--- config.mk ---
export PLATFORM = sky130hd
export DESIGN_NAME = rvx_bus_arbiter
export DESIGN_NICKNAME = d
export VERILOG_FILES = /design/src/rtl/rvx_bus_arbiter.sv
export SDC_FILE = /design/constraint.sdc
export NUM_CORES = 1
export LEC_CHECK = 0
export BUFFER_PORTS_ARGS = -buffer_cell sky130_fd_sc_hd__buf_2
export CAP_MARGIN = 20
export CORE_UTILIZATION = 51
export CTS_CLUSTER_SIZE = 12
export DETAILED_ROUTE_END_ITERATION = 10
export GPL_TIMING_DRIVEN = 0
export PLACE_DENSITY = 0.91
export SYNTH_ARGS = -nofsm -noshare
export SYNTH_HDL_FRONTEND = slang
export SYNTH_SLANG_ARGS = --single-unit
--- constraint.sdc ---
create_clock -name clock -period 8.08 [get_ports clock]
set_clock_uncertainty 0.2 [all_clocks]
set_input_delay 1.212 -clock clock [delete_from_list [all_inputs] [get_ports clock]]
set_output_delay 1.212 -clock clock [all_outputs]
set_load 0.05 [all_outputs]
--- src/rtl/rvx_bus_arbiter.sv ---
// Two-master (ibus read-only, dbus read/write) arbiter onto one single-port
// target. Latches request pulses per master, grants round-robin, forwards
// completions to the owner and aborts stalled transactions after a timeout.
// Ports: clock/reset; ibus_* (address, rrequest, rdata, rresponse);
//   dbus_* (address, r/wrequest, wdata, wstrobe, rdata, r/wresponse);
//   target_* (address, r/wrequest, wdata, wstrobe, rdata, r/wresponse);
//   timeout_error (one-cycle abort pulse).
module rvx_bus_arbiter #(
   parameter int unsigned TIMEOUT_CYCLES = 1024
) (
   input  logic        clock,
   input  logic        reset,
   input  logic [31:0] ibus_address,
   input  logic        ibus_rrequest,
   output logic [31:0] ibus_rdata,
   output logic        ibus_rresponse,
   input  logic [31:0] dbus_address,
   input  logic        dbus_rrequest,
   input  logic        dbus_wrequest,
   input  logic [31:0] dbus_wdata,
   input  logic [3:0]  dbus_wstrobe,
   output logic [31:0] dbus_rdata,
   output logic        dbus_rresponse,
   output logic        dbus_wresponse,
   output logic [31:0] target_address,
   output logic        target_rrequest,
   output logic        target_wrequest,
   output logic [31:0] target_wdata,
   output logic [3:0]  target_wstrobe,
   input  logic [31:0] target_rdata,
   input  logic        target_rresponse,
   input  logic        target_wresponse,
   output logic        timeout_error
);

   typedef enum logic [1:0] {IDLE, GRANT, BUSY} state_t;

   localparam logic OWN_I = 1'b0;
   localparam logic OWN_D = 1'b1;
   localparam int   CW    = (TIMEOUT_CYCLES > 1) ?
                            $clog2(TIMEOUT_CYCLES + 1) : 1;
   localparam logic [CW-1:0] TMAX = CW'(TIMEOUT_CYCLES);

   state_t        state, state_nx;
   logic          owner, owner_nx;
   logic          last_grant;
   logic          i_vld;
   logic [31:0]   i_addr;
   logic          d_vld, d_write;
   logic [31:0]   d_addr, d_wdata;
   logic [3:0]    d_wstrb;
   logic [31:0]   i_rdata_q, d_rdata_q;
   logic [CW-1:0] tcnt;

   logic        own_write, resp_hit, tmo, done;
   logic        i_clear, d_clear;
   logic [31:0] fwd_data;

   assign own_write = (owner == OWN_D) && d_write;
   assign resp_hit  = own_write ? target_wresponse : target_rresponse;
   // A real response in the timeout cycle wins over the abort.
   assign tmo       = (state == BUSY) && (TIMEOUT_CYCLES != 0) &&
                      (tcnt == TMAX) && !resp_hit;
   assign done      = (state == BUSY) && (resp_hit || tmo);
   assign fwd_data  = resp_hit ? target_rdata : 32'h0;
   assign i_clear   = done && (owner == OWN_I);
   assign d_clear   = done && (owner == OWN_D);

   always_comb begin
      state_nx        = state;
      owner_nx        = owner;
      ibus_rdata      = i_rdata_q;
      dbus_rdata      = d_rdata_q;
      ibus_rresponse  = 1'b0;
      dbus_rresponse  = 1'b0;
      dbus_wresponse  = 1'b0;
      target_rrequest = 1'b0;
      target_wrequest = 1'b0;
      target_address  = 32'h0;
      target_wdata    = 32'h0;
      target_wstrobe  = 4'h0;
      timeout_error   = 1'b0;
      if (state != IDLE) begin
         if (owner == OWN_I) begin
            target_address = i_addr;
         end else begin
            target_address = d_addr;
            if (d_write) begin
               target_wdata   = d_wdata;
               target_wstrobe = d_wstrb;
            end
         end
      end
      unique case (state)
         IDLE: begin
            if (i_vld || d_vld) begin
               state_nx = GRANT;
               if (i_vld && d_vld)
                  owner_nx = ~last_grant;
               else
                  owner_nx = d_vld ? OWN_D : OWN_I;
            end
         end
         GRANT: begin
            target_rrequest = !own_write;
            target_wrequest = own_write;
            state_nx        = BUSY;
         end
         BUSY: begin
            if (done) begin
               state_nx      = IDLE;
               timeout_error = tmo;
               if (owner == OWN_I) begin
                  ibus_rresponse = 1'b1;
                  ibus_rdata     = fwd_data;
               end else if (d_write) begin
                  dbus_wresponse = 1'b1;
               end else begin
                  dbus_rresponse = 1'b1;
                  dbus_rdata     = fwd_data;
               end
            end
         end
         default: state_nx = IDLE;
      endcase
   end

   always_ff @(posedge clock or posedge reset) begin
      if (reset) begin
         state      <= IDLE;
         owner      <= OWN_I;
         last_grant <= OWN_D;
         tcnt       <= '0;
         i_rdata_q  <= 32'h0;
         d_rdata_q  <= 32'h0;
      end else begin
         state <= state_nx;
         owner <= owner_nx;
         if (state == IDLE && state_nx == GRANT)
            last_grant <= owner_nx;
         if (state == GRANT)
            tcnt <= '0;
         else if (state == BUSY && !done)
            tcnt <= tcnt + 1'b1;
         if (i_clear)
            i_rdata_q <= fwd_data;
         if (d_clear && !d_write)
            d_rdata_q <= fwd_data;
      end
   end

   // Slots: a slot freed on this edge can take a new request on the same edge.
   always_ff @(posedge clock or posedge reset) begin
      if (reset) begin
         i_vld   <= 1'b0;
         i_addr  <= 32'h0;
         d_vld   <= 1'b0;
         d_write <= 1'b0;
         d_addr  <= 32'h0;
         d_wdata <= 32'h0;
         d_wstrb <= 4'h0;
      end else begin
         if (ibus_rrequest && (!i_vld || i_clear)) begin
            i_vld  <= 1'b1;
            i_addr <= ibus_address;
         end else if (i_clear) begin
            i_vld <= 1'b0;
         end
         if ((dbus_rrequest || dbus_wrequest) && (!d_vld || d_clear)) begin
            d_vld   <= 1'b1;
            d_write <= dbus_wrequest;
            d_addr  <= dbus_address;
            d_wdata <= dbus_wdata;
            d_wstrb <= dbus_wstrobe;
         end else if (d_clear) begin
            d_vld <= 1'b0;
         end
      end
   end

endmodule

Yosys cells after proc, flatten, opt, wreduce, memory -nomap -nowiden. Cells that the tools add are included.

Memories: 0. Logic and storage cells: 93. Bits of input ports: 139. Output and inout port bits: 138. Memory bits (read-only): 0. Bits in latches: 0. Bits in writable memories: 0. Register bits after elaboration: 182.

Multiplexer cells: 45. Bitwise operators: 2. Magnitude comparators: 0. Equal/unequal tests: 4. Reductions and logical operators: 28. Shifts and indexed selects: 0. $mul: 0. Divide/modulo/power cells: 0. Add/subtract/negate cells: 1.

Operators with widths (number): 32-bit two-way mux (13); 1-bit two-way mux (24); 11-bit two-way mux (2); 1-bit logical AND (12); 4-bit two-way mux (3); 11-bit by 1-bit adder with 11-bit output, second input constant (1); 11-bit == test, second input constant (1); 2-bit nonzero test (4); 1-bit logical NOT (6); 2-bit one-hot mux with 3 select lines (1); 1-bit logical OR (5); 2-bit by 1-bit == test with 1-bit output, second input constant (2); 2-bit two-way mux (2); 2-bit == test, second input constant (1); 2-bit logical NOT (1); 1-bit NOT (2).

Depth between registers and ports, before layout.
Depth after elaboration: 10. Depth in mapped cells: 9. Mapped depth without buffers: 6.

Least setup slack after synthesis. Ideal clock, no wire load.

Kind: input to output. From: input target_rresponse. To: output dbus_rdata[22]. Buffers on the path: 2. Arrival: 3.458 ns. Setup slack: 3.210 ns. Data required time: 6.668 ns. Stages on the path: 6. Path through: a21bo_2 and2_1 a21boi_1 buf_2 clkbuf_1 o21ai_0.

Cells in the longest elaborated chain, start to end: 7. Elaborated cells between the ends (all ways): 10. Those cells by class: mux (6); reduce/logical (4).

Ends and longest elaborated chain: from (decl) (line 31) `input logic target_rresponse,`; 1-bit two-way mux (*) (line 60) `assign resp_hit = own_write ? target_wresponse : target_rresponse;`; parallel branches: the longest is 4 deep, another holds 32-bit two-way mux; 32-bit two-way mux (*) (line 110) `if (done) begin`; 32-bit two-way mux (*) (line 94) `unique case (state)`; to (decl) (line 22) `output logic [31:0] dbus_rdata,`.

Every way passes the cells marked *.

Worst setup path after layout.
From: input target_rresponse. To: output dbus_rdata[25].

The elaborated chain is that of the path after synthesis.

==> flow_summary.ini <==
[power_and_ir_drop]
p_leak_uw = 0.00544
power_uw = 5120
powerDensity_nw_per_um2 = 476
peakVddDrop_uv = 343

[global_routing]
grt_overflow = 0
antenna_found_initial = 2
track_usage_pct = 26.3
grt_pass1_wl_um = 34400
grt_util_met2_pct = 45.3
top_usage_layer = met2
met1_usage_pct = 29.9
grt_pass1_vias = 6830
grt_util_met3_pct = 8.35
grt_max_degree = 112

[routing]
remaining_drc_errors = 0
firstDrtPassIters = 4
totalWireLength_um = 22300
drtIter0Drc = 235
via_per_inst = 5.50
num_vias = 6886
ant_nets = 0
routedWlPerCell_um = 17.8

[clock_network]
cts.sinks = 182
cts_tree = built
clock_path_buffers = 2
cts_root_buffer = clkbuf_16
hold_buffers = 0
cts_setup_buffers = 0
clk_pin_slew_ps = 70
htreeDepth = 4
cts_buffers = 17
cts_resized = 0
clk_latency_ps = 420

[place]
place_area_sq_um = 10100
gp_congestion = 0.821
preCtsSetupSlack_ps = 3560
hpwl_um = 16900
port-buffer-count = 276

[timing]
grt_setup_unrepaired = false
max_slew_margin_pct = 49.2
fin_ws_ps = 3490
worst_pin_slew_ps = 761
min_period_over_period_pct = 56.8
finalMaxSlewViolations = 0
setup_viol = 0
layout_min_cycle_time_ps = 4590
max_freq_ghz = 0.218
final-hold-violation-count = 0
hold_slack_ps = 300

[synthesis]
synth_top_cell_area_share_pct = 53.6
ys.flop_type = dfrtp_1
synth-seq-cells = 182
synth_nets = 867
yosys-top-cells-area = dfrtp_1, mux2_2, a22o_1
yosysMostFrequentCell = dfrtp_1
synth_edf_count = 0
synthTopCellsByCount = dfrtp_1, mux2_2, o21ai_0, a22o_1, nor2_1
async_reset_ff_share_pct = 100
yosys.area.top_type = dfrtp_1
synth.distinct_cells = 46
synth_cells = 726
ys_seq_area_share_pct = 53.9
synth_area_sq_um = 8450
yosysWarningCount = 0
avgSynthCellArea_sq_um = 11.6

[die]
coreArea_sq_um = 16000
dieHeight_um = 131
rows = 46
die_x_um = 131
start_util_pct = 52.8
io-pin-count = 277
die_area_sq_um = 17100

[setup_path]
required_ps = 6670
worstSetupEndpoint = dbus_rdata[25]
cp-startpoint = target_rresponse
cp-start-kind = input port
end_kind = output pin
path_common_cell = buf_2
worst-path-max-fanout = 10
path_cells = buf_2 > a21bo_2 > and2_1 > a21boi_1 > buf_2 > clkbuf_1 > o21ai_0 > buf_2
reg2reg_depth = 9
r2r_start = tcnt[0]
critical_path_class = input port to output pin
r2r_end = d_wdata[13]
critPathMaxStageDelay_ps = 350
critPathArrivalTime_ps = 3180
cp_slowest_cell = clkbuf_1
r2r_setup_slack_ps = 5470

[final_layout]
area_growth_pct = 27.3
drive_above_1_share_pct = 41.9
utilization_pct = 67.2
finalNetCount = 1163
fillers = 1175
stdcell_area_sq_um = 10800

[status]
outcome = finished, final reports clean

[run]
maxCapViolCount = 0

[hold_path]
hold_path.class = register to register
[cell type report]
cell class | count | area [sq um] | area share (%)
Buffer | 50 | 231 | 2.15
Sequential cell | 182 | 4560 | 42.4
Tap cell | 216 | 270 | 2.51
Inverter | 41 | 161 | 1.50
Multi-Input combinational cell | 453 | 3510 | 32.6
Timing Repair Buffer | 277 | 1410 | 13.1
Clock inverter | 13 | 160 | 1.49
Clock buffer | 19 | 453 | 4.21
Antenna cell | 2 | 5.00 | 0.0465
[how the worst min path moves through the flow]
stage / startpoint / end / slack [ps] / depth (start not counted)
after floorplan: d_wdata[31] / d_wdata[31] / 270 / 1
after global placement: d_wdata[25] / d_wdata[25] / 280 / 1
after detailed placement: d_wdata[26] / d_wdata[26] / 290 / 1
after CTS: d_wdata[26] / d_wdata[26] / 300 / 1
after global routing: i_addr[25] / i_addr[25] / 320 / 1
final: d_wdata[25] / d_wdata[25] / 300 / 1
[registers in the layout, indices dropped and copies added (netlist names), 2 cells and up]
name       count
d_addr        32
d_rdata_q     32
d_wdata       32
i_addr        32
i_rdata_q     32
tcnt          11
d_wstrb        4
state          2
[kinds of logic (layout without fill, tap and decap cells)]
| logic type | Yosys count | after routing | share of synthesized area (%) |
|---|---|---|---|
| xor+xnor | 3 | 3 | 0.311 |
| buf+inv | 91 | 400 | 4.56 |
| mux | 132 | 132 | 18.0 |
| compound gates | 161 | 161 | 13.4 |
| simple gates | 155 | 155 | 9.51 |
| other cells | 0 | 2 | 0 |
| fa+ha+maj | 2 | 2 | 0.296 |
| flops | 182 | 182 | 53.9 |
[stage by stage]
step / setup TNS (ps) / std cells
floorplan: 0 / 726
global placement: -10840 / 1218
detailed placement: 0 / 1219
CTS: 0 / 1251
global route: 0 / 1252
finish: 0 / 1253
[layer usage]
metal	up-vias	wire (um)
met3	36	1820
met2	319	11100
met4	0	576
met5	-	0
met1	3345	8780
li1	3186	-
[worst max-delay path: cells and delay by family]
kind,cells,cell delay (ps)
and+or+nand+nor,1,230
AOI/OAI and AO/OA,3,710
buffers and inverters,4,1010
[power breakdown]
part | switching (uW) | leakage (uW) | total [uW] | internal (uW)
Clock | 373 | 0.000293 | 857 | 483
Combinational | 1880 | 0.00292 | 2720 | 836
Sequential | 215 | 0.00223 | 1550 | 1330
[placed cells by master (no fill, tap or decap), types with 3 or more instances in the layout]
cell type,instances
buf_6,3
nor2_1,43
buf_2,290
and2_1,39
o311ai_0,3
nand2b_1,3
clkinvlp_4,3
nand3_1,39
mux2_4,20
nand4_1,4
clkbuf_16,17
or3_1,4
clkbuf_1,25
xor2_1,3
inv_6,3
a22o_1,64
o21ai_0,70
dfrtp_1,181
inv_1,40
a21oi_1,7
inv_8,4
mux2i_1,32
nand2_1,12
mux2_2,80
buf_1,7
(Power assumes the default switching activity.)
